[config.mk]
export PLATFORM = sky130hd
export DESIGN_NAME = ssg_scan_rx
export DESIGN_NICKNAME = d
export VERILOG_FILES = /design/src/rtl/ssg_scan_rx.sv
export SDC_FILE = /design/constraint.sdc
export NUM_CORES = 1
export LEC_CHECK = 0
export BUFFER_PORTS_ARGS = -buffer_cell sky130_fd_sc_hd__buf_2
export CAP_MARGIN = 20
export CELL_PAD_IN_SITES_DETAIL_PLACEMENT = 0
export CELL_PAD_IN_SITES_GLOBAL_PLACEMENT = 1
export CORE_MARGIN = 2
export CORE_UTILIZATION = 45
export DETAILED_ROUTE_END_ITERATION = 8
export PLACE_DENSITY = 0.82
export SLEW_MARGIN = 20
export SYNTH_ARGS = -nofsm -noshare
export SYNTH_HDL_FRONTEND = slang
export SYNTH_SLANG_ARGS = --single-unit
export TNS_END_PERCENT = 5
[constraint.sdc]
create_clock -name clk -period 2.9 [get_ports clk]
set_input_delay 0.58 -clock clk [delete_from_list [all_inputs] [get_ports clk]]
set_output_delay 0.58 -clock clk [all_outputs]
set_load 0.01 [all_outputs]
[src/rtl/ssg_scan_rx.sv]
// Seven-segment scan receiver: recovers a 4-digit frame from a multiplexed LED drive.
// Optional macro SSG_SCAN_RX_ERRCNT_EN adds a saturating err_count output.
module ssg_scan_rx #(
  parameter int STABLE_CYCLES = 4
) (
  input  logic        clk,
  input  logic        rst_n,
  input  logic [6:0]  seg_n,
  input  logic [3:0]  an_n,
  output logic [15:0] digits,
  output logic        valid,
  output logic        frame_err
`ifdef SSG_SCAN_RX_ERRCNT_EN
  ,
  output logic [7:0]  err_count
`endif
);

  logic [10:0] sync1, sync2, prev;
  logic [7:0]  cnt;
  logic [15:0] shadow;
  logic [3:0]  cap, bad;
  logic [3:0]  sel_oh;
  logic        sel_ok, same, capture;
  logic [3:0]  dec_val;
  logic        dec_bad;
  logic [3:0]  cap_nxt, bad_nxt;

  function automatic logic [4:0] seg_decode(input logic [6:0] s);
    case (s)
      7'b1111110: seg_decode = {1'b0, 4'h0};
      7'b0110000: seg_decode = {1'b0, 4'h1};
      7'b1101101: seg_decode = {1'b0, 4'h2};
      7'b1111001: seg_decode = {1'b0, 4'h3};
      7'b0110011: seg_decode = {1'b0, 4'h4};
      7'b1011011: seg_decode = {1'b0, 4'h5};
      7'b0011111: seg_decode = {1'b0, 4'h6};
      7'b1110000: seg_decode = {1'b0, 4'h7};
      7'b1111111: seg_decode = {1'b0, 4'h8};
      7'b1110011: seg_decode = {1'b0, 4'h9};
      default:    seg_decode = {1'b1, 4'hF};
    endcase
  endfunction

  // Exactly one enable low selects a digit; anything else is a blanking gap.
  always_comb begin
    sel_oh = 4'b0000;
    sel_ok = 1'b1;
    case (sync2[10:7])
      4'b1110: sel_oh = 4'b0001;
      4'b1101: sel_oh = 4'b0010;
      4'b1011: sel_oh = 4'b0100;
      4'b0111: sel_oh = 4'b1000;
      default: sel_ok = 1'b0;
    endcase
  end

  assign same    = (sync2 == prev);
  // Fires on the sample that brings the counter to STABLE_CYCLES-1; saturation prevents a repeat.
  assign capture = sel_ok && same && (cnt == 8'(STABLE_CYCLES - 2));
  assign {dec_bad, dec_val} = seg_decode(~sync2[6:0]);

  // A completing frame clears the masks first so a coincident capture lands in the new frame.
  always_comb begin
    cap_nxt = (cap == 4'hF) ? 4'h0 : cap;
    bad_nxt = (cap == 4'hF) ? 4'h0 : bad;
    if (capture) begin
      cap_nxt = cap_nxt | sel_oh;
      bad_nxt = (bad_nxt & ~sel_oh) | (dec_bad ? sel_oh : 4'h0);
    end
  end

  always_ff @(posedge clk or negedge rst_n) begin
    if (!rst_n) begin
      sync1     <= '1;
      sync2     <= '1;
      prev      <= '1;
      cnt       <= '0;
      shadow    <= '0;
      cap       <= '0;
      bad       <= '0;
      digits    <= '0;
      valid     <= 1'b0;
      frame_err <= 1'b0;
`ifdef SSG_SCAN_RX_ERRCNT_EN
      err_count <= '0;
`endif
    end else begin
      sync1 <= {an_n, seg_n};
      sync2 <= sync1;
      prev  <= sync2;
      if (!sel_ok || !same)
        cnt <= '0;
      else if (cnt < 8'(STABLE_CYCLES))
        cnt <= cnt + 8'd1;
      for (int k = 0; k < 4; k++)
        if (capture && sel_oh[k]) shadow[4*k +: 4] <= dec_val;
      cap   <= cap_nxt;
      bad   <= bad_nxt;
      valid <= 1'b0;
      if (cap == 4'hF) begin
        digits    <= shadow;
        valid     <= 1'b1;
        frame_err <= |bad;
`ifdef SSG_SCAN_RX_ERRCNT_EN
        if (|bad && err_count != 8'hFF) err_count <= err_count + 8'd1;
`endif
      end
    end
  end

endmodule

* Word-level counts from Yosys, hierarchy flattened
Cells that the tools add are included.
Cells by class: add/subtract/negate cells 1, order comparisons 1, eq/ne operators 17, multiplexer cells 11, bitwise gates (word level) 5, reduce and logical (&&, ||, !) cells 12
Operators with widths (count):
- case mux 5 bit (10 select lines) | 1
- == test 7 bit, second input constant | 7
- 2-to-1 mux 4 bit | 5
- == test 4 bit, second input constant | 4
- 2-to-1 mux 8 bit | 2
- case mux 4 bit (4 select lines) | 1
- == test 7 x 6 -> 1 bit, second input constant | 2
- == test 11 bit | 1
- adder 8 x 1 -> 8 bit, second input constant | 1
- == test 8 x 2 -> 1 bit, second input constant | 1
- less-than comparator 8 x 3 -> 1 bit, second input constant | 1
- OR 4 bit | 2
- OR reduction 4 bit | 2
- == test 7 x 5 -> 1 bit, second input constant | 1
- NOT 7 bit | 1
- logical AND 1 bit | 6
- bitwise AND 4 bit | 1
- == test 4 x 3 -> 1 bit, second input constant | 1
- NOT 4 bit | 1
- zero test 1 bit | 2
- 2-to-1 mux 1 bit | 2
- nonzero test 2 bit | 1
- logical OR 1 bit | 1
Storage, ports and cells: bits in registers 83, bits of input ports 13, output and inout port bits 18, word-level logic and storage cells 60

* Longest topological paths before layout
Gate-level depths: netlist (run 1).
depth after elaboration 6, depth in mapped cells 7, depth with buffers taken out 6

* Worst setup path before layout (run 1)
OpenSTA, ideal clock, no wires.
path type register -> register, from register sync2[2], to register shadow[0], library setup time 125 ps, arrival time 1813 ps, required time 2775 ps, setup slack 963 ps, stages on the path, launching flop included 7, buffers on the path 1, clock period less this slack 1937 ps, path through dfstp_2 > buf_6 > xor2_1 > nor4_2 > nand4_2 > nor2_4 > mux2_2
On the way: word-level cells in the longest chain between the ends 4, elaborated cells between the ends (all ways) 16, those cells by class eq/ne: 11; mux: 1; bitwise: 1; reduce/logical: 3
Ends and longest elaborated chain:
- start, declared | RTL line 19 | logic [10:0] sync1, sync2, prev;
- start signal, assigned | RTL line 90 | sync2 <= sync1;
- parallel branches: the longest is 4 deep, another holds case mux 5 bit (10 select lines)
- end signal, assigned by index | RTL line 97 | if (capture && sel_oh[k]) shadow[4*k +: 4] <= dec_val;
- end, declared | RTL line 21 | logic [15:0] shadow;
Parallel ways; which one is timed is not known. A chain may end at the register's enable or synchronous reset.

* Final worst setup path (run 1)
from register sync2[0], to register shadow[15]
The elaborated chain is that of the path after synthesis.

==> metrics.yaml, run 1 <==
outcome: "finished, final reports clean"
r2r_end: "shadow[15]"
diodes: 0
clk_pin_slew_worst_paths_ps: 80
ys.flop_type: "dfrtp_1"
num_rows: 31
fmax_mhz: 440.6
peakVddDrop_mv: 0.3102
synth_xor_area_frac: 0.03998
place_congestion: 0.7754
regToRegSetupSlack_ps: 630
core_mm2: 0.007176
slowest_delay_ps: 680
ant_nets: 0
worstMarginPinSlew_ps: 695.2
clockRootBuffer: "clkbuf_8"
detailed_place_hpwl_um: 3863
yosys.area.top_type: "dfrtp_1"
clock-sinks: 83
htree_levels: 3
cts-hold-fix-buffers: 0
synth-edff-count: 0
syn-num-nets: 283
dpl_cell_area_mm2: 0.003538
grt_pass1_wl_um: 9397
ioPinCount: 31
crit_chain: "xor2_1 -> nor4_1 -> and4_1 -> nand2_1 -> mux2_2"
synthTopCellsByArea: "dfrtp_1 38%, dfstp_2 26%, nand2_1 6.5%"
yosys-mux-area-fraction: 0.05331
wl_per_cell_um: 13.67
cts_buffers: 9
wl_um: 5565
n_fill_cell: 652
avgViaCountPerCell: 4.946
drv_slew: 0
synth_compound_area_frac: 0.05674
p_int_mw: 1.556
die_x_um: 89.45
p_leak_nw: 1.786
drt_iter0_drc: 60
setup_viol: 0
fin_crit_sh: 0.7826
syn-instance-count: 268
clkLatencyLatePin_ps: 350
yosys_warnings: 0
crit_slowest_cell: "dfstp_2"
vias: 2013
ys_ff_latch: 83
cp-start-kind: "register"
hp-class: "in2async"
hold_viol: 0
dieArea_mm2: 0.008001
fin_skew_ps: 9.253
post-route-cell-area_mm2: 0.003709
cts_tree: "built"
final.setup.tns_ps: 0
cp_max_fo: 13
post-route-min-period_ps: 2270
drive_gt1_frac: 0.3474
pwr-share-clk: 0.356
switching_share: 0.2306
slew_headroom: 0.5366
synthDistinctLibCells: 46
synth_top_family_by_area: "simple AND/OR/NAND/NOR gates"
fin_nets: 318
grt_max_degree: 59
area_growth_pct: 12.87
antenna_found_initial: 0
powerDensity_mw_per_mm2: 545.4
critical_path.reg2reg.startpoint: "sync2[0]"
power.switching_mw: 0.4665
track_usage: 0.1605
synthArstFlopShare: 1.000
drv_cap: 0
power_frac_seq: 0.607
totalPowerFinal_mw: 2.023
synth_common_cells: "57 x nand2_1, 50 x dfrtp_1, 33 x dfstp_2"
rsz0062_at_grt: "no"
cts_setup_buffers: 0
comb_power_share: 0.037
grt_pass1_vias: 2065
port_buffers: 30
die_h_um: 89.45
drc: 0
cp.required_ps: 3140
fin_util: 0.5168
arrival_ps: 2510
syn_avg_cell_area_um2: 12.26
synth_top_area_share: 0.3808
start_util: 0.4579
syn-cell-area_mm2: 0.003286
r2r_cells: 5
cp-end-kind: "register"
first_pass_iters: 4
yosysMostFrequentCell: "nand2_1"
cts_max_path_buffers: 2
post_cts_resized: 0
ys_seq_area_frac: 0.6447
synthAdderAreaFrac: 0.007616
setup.worst_path.class: "reg2reg"
yosys.area_share.simple: 0.1778
gr-total-overflow: 0
==> sequential cells by signal, summed over array words and instances, names as in the netlist <==
| signal | count |
|---|---|
| sync2 | 11 |
| valid | 1 |
| shadow | 16 |
| frame_err | 1 |
| cnt | 8 |
| sync1 | 11 |
| cap | 4 |
| digits | 16 |
| prev | 11 |
| bad | 4 |
==> kinds of logic after synthesis <==
kind of cell | Yosys count
AND/OR/NAND/NOR | 113
adder cells (fa/ha/maj) | 2
AO/OA/AOI/OAI | 25
multiplexers | 16
XOR/XNOR | 15
flip-flops | 83
buffers and inverters | 14
==> power groups by stage <==
stage	logic (mW)	clock network (mW)	registers, mW
floorplan	0.0469	0	1.23
global placement	0.0753	0	1.25
detailed placement	0.0772	0	1.25
CTS	0.0774	0.755	1.23
global route	0.0863	0.804	1.23
finish	0.0749	0.721	1.23
==> layout by cell type (no fill, tap or decap), drive strengths merged <==
master,n
nor2,13
a21oi,4
clkbuf,11
xnor2,3
a31oi,1
nor4b,1
o31ai,1
or3,2
or4b,1
nor4,7
o22a,4
inv,5
dfstp,33
nand2,57
o211ai,4
clkinvlp,2
mux2,12
dfrtp,50
nor3b,1
nand4,3
a21o,3
o2111a,1
xor2,12
buf,33
o311ai,1
nand3,6
or2,3
o21ai,4
clkinv,3
o21a,2
nor2b,2
nor4bb,2
ha,2
and2,8
nand4b,2
and4,1
mux2i,4
nor3,4
==> routing by layer <==
metal / wire length, µm / global-route usage
met1: 2530 / 0.1929
met2: 2721 / 0.2633
met3: 206 / 0.05078
met4: 106 / 0.07463
met5: 0 / 0
==> how the worst max path moves through the flow <==
| stage | start | end | cells after the start |
|---|---|---|---|
| 6_report | sync2[0] | shadow[15] | 5 |
| 5_1_grt | sync2[0] | shadow[15] | 5 |
| 4_1_cts | sync2[0] | shadow[15] | 5 |
| 3_5_place_dp | sync2[0] | shadow[15] | 5 |
| 3_3_place_gp | sync2[0] | shadow[15] | 5 |
| 2_1_floorplan | sync2[2] | shadow[0] | 6 |
==> stage by stage <==
step	hold slack, ps	setup WS (ps)	std cells
after floorplan	284.4	962.7	268
after CTS	282.9	604.0	407
after global placement	345.6	716.8	391
final	276.0	630.4	407
after detailed placement	346.8	628.7	391
after global routing	288.1	448.6	407
==> final cells by class <==
cell class	count	area (µm²)	share of cell area
clock buffer	11	141.4	0.03812
clock inverter	5	28.78	0.007760
inverter	5	18.77	0.005061
multi-input combinational	171	1102	0.2972
sequential	83	2118	0.5712
tap	99	123.9	0.03340
timing repair buffer	33	175.2	0.04723
==> worst max-delay path: cells and delay by family, from the launching register on <==
kind	cells	cell delay, ps
XOR/XNOR	1	130
flip-flops	1	680
multiplexers	1	340
AND/OR/NAND/NOR	3	1000
Note: power is estimated with default switching activity, not from simulation.
==> run 2, diff against run 1 <==
==> constraint.sdc (replaced) <==
create_clock -name clk -period 2.3 [get_ports clk]
set_input_delay 0.46 -clock clk [delete_from_list [all_inputs] [get_ports clk]]
set_output_delay 0.46 -clock clk [all_outputs]
set_load 0.01 [all_outputs]
==> run 2 against run 1 <==
Final area rose by 0.54%. Final cell count rose by 0.25%. Register-to-register slack got worse by 410 ps. Hold slack got worse by 230 ps. Total power rose by 26%. Via count fell by 1.4%. Sequential power rose by 25%. Worst setup slack got worse by 410 ps. Clock power rose by 26%. Largest cell class unchanged.
==> metrics.yaml, run 2 (synthesis gave the netlist of run 1 again) <==
fin_skew_ps: 12.14  # +2.891 ps
die_x_um: 89.45  # unchanged
layout_setup_ws_ps: 219.6  # -410.8 ps
fin_crit_sh: 0.9045  # +0.1219
diodes: 0  # unchanged
port_buffers: 30  # unchanged
clkLatencyLatePin_ps: 340  # about the same
hold_ws_ps: 42.20  # -233.8 ps
ant_nets: 0  # unchanged
dieArea_mm2: 0.008001  # unchanged
slowest_delay_ps: 690  # about the same
antenna_found_initial: 0  # unchanged
drv_slew: 0  # unchanged
rsz0062_at_grt: "no"
htree_levels: 3  # unchanged
crit_chain: "xor2_1 -> nor4_1 -> nand4_2 -> nor2_4 -> mux2_2"
p_leak_nw: 1.801  # +0.81%
hold_viol: 0  # unchanged
r2r_end: "shadow[3]"
clk_pin_slew_worst_paths_ps: 80  # about the same
fin_util: 0.5196  # +0.002789
reg_top3: "digits (16), shadow (16)"
num_rows: 31  # unchanged
totalPowerFinal_mw: 2.548  # +26%
worstMarginPinSlew_ps: 464.3  # -230.9 ps
start_util: 0.4579  # unchanged
post-route-min-period_ps: 2080  # -189.2 ps
setup_viol: 0  # unchanged
clockRootBuffer: "clkbuf_8"
peakVddDrop_mv: 0.4480  # +44%
layout_common_cells: "57 x nand2_1, 50 x dfrtp_1, 33 x dfstp_2"
cp-start-kind: "register"
post_cts_resized: 0  # unchanged
drt_iter0_drc: 74  # +23%
avgViaCountPerCell: 4.863  # -1.7%
gr-total-overflow: 0  # unchanged
critical_path.reg2reg.startpoint: "sync2[6]"
area_growth_pct: 13.48
grt_pass1_wl_um: 9211  # -2.0%
core_mm2: 0.007176  # unchanged
final_common_cell: "nand2_1"
first_pass_iters: 4  # unchanged
die_h_um: 89.45  # unchanged
cp.required_ps: 2540  # -600 ps
ioPinCount: 31  # unchanged
cts-hold-fix-buffers: 0  # unchanged
cts_max_path_buffers: 2  # unchanged
drive_gt1_frac: 0.3495  # +0.002112
fin_nets: 319  # +0.31%
arrival_ps: 2320  # -190 ps
cp_max_fo: 14  # +1
outcome: "finished, final reports clean"
drc: 0  # unchanged
setup.worst_path.class: "reg2reg"
slew_headroom: 0.6856  # +0.1490
vias: 1984  # -1.4%
cts_buffers: 9  # unchanged
cts_setup_buffers: 0  # unchanged
wl_um: 5366  # -3.6%
wl_per_cell_um: 13.15  # -3.8%
grt_pass1_vias: 1914  # -7.3%
crit_slowest_cell: "dfstp_2"
clock-sinks: 83  # unchanged
cts_tree: "built"
regToRegSetupSlack_ps: 220  # -410 ps
final.setup.tns_ps: 0  # unchanged
place_congestion: 0.7489  # -3.4%
hp-class: "in2async"
drv_cap: 0  # unchanged
r2r_cells: 5  # unchanged
powerDensity_mw_per_mm2: 683.3  # +25%
cp-end-kind: "register"
pre_cts_ws_ps: 216.1  # -412.5 ps
grt_max_degree: 54  # -8.5%
detailed_place_hpwl_um: 3766  # -2.5%
track_usage: 0.1533  # -0.007147
path_delay_family: "simple AND/OR/NAND/NOR gates"
fmax_mhz: 480.7  # +9.1%
crit_buf_inv: 0  # unchanged
[run 2: area by class of cell]
cell class / count / area, µm²
Clock buffer: 12 / 145.1
Clock inverter: 4 / 25.02
Fill cell: 657 / 3447
Inverter: 5 / 18.77
Multi-Input combinational cell: 171 / 1102
Sequential cell: 83 / 2118
Tap cell: 99 / 123.9
Timing Repair Buffer: 34 / 195.2
[run 2: worst register-to-register path: cells and delay by family (launching register included)]
family	cells	cell delay, ps
and+or+nand+nor	3	790
DFF	1	690
muxes	1	360
xor gates and xnor gates	1	140
[run 2: report_power, final]
group / internal, mW / switching [mW]
clock network: 0.422 / 0.483
registers: 1.51 / 0.0308
logic: 0.0381 / 0.0616
[run 2: stage by stage]
step	cell area [µm²]	instances
floorplan	3286	268
global placement	3558	392
detailed placement	3558	392
CTS	3729	408
global route	3729	408
finish	3729	408
[run 2: worst max path at each step]
| stage | startpoint | to | depth (start not counted) |
|---|---|---|---|
| after global routing | sync2[3] | shadow[12] | 5 |
| after floorplan | sync2[2] | shadow[0] | 6 |
| after CTS | sync2[6] | shadow[3] | 5 |
| final | sync2[6] | shadow[3] | 5 |
| after global placement | sync2[3] | shadow[7] | 5 |
| after detailed placement | sync2[3] | shadow[3] | 5 |
[run 2: routing by layer]
metal / wire length, µm / vias up / track usage
met1: 2585 / 966 / 0.2062
li1: - / 974 / -
met4: 86 / 0 / 0.06513
met5: 0 / - / 0
met3: 168 / 9 / 0.04155
met2: 2525 / 35 / 0.2350
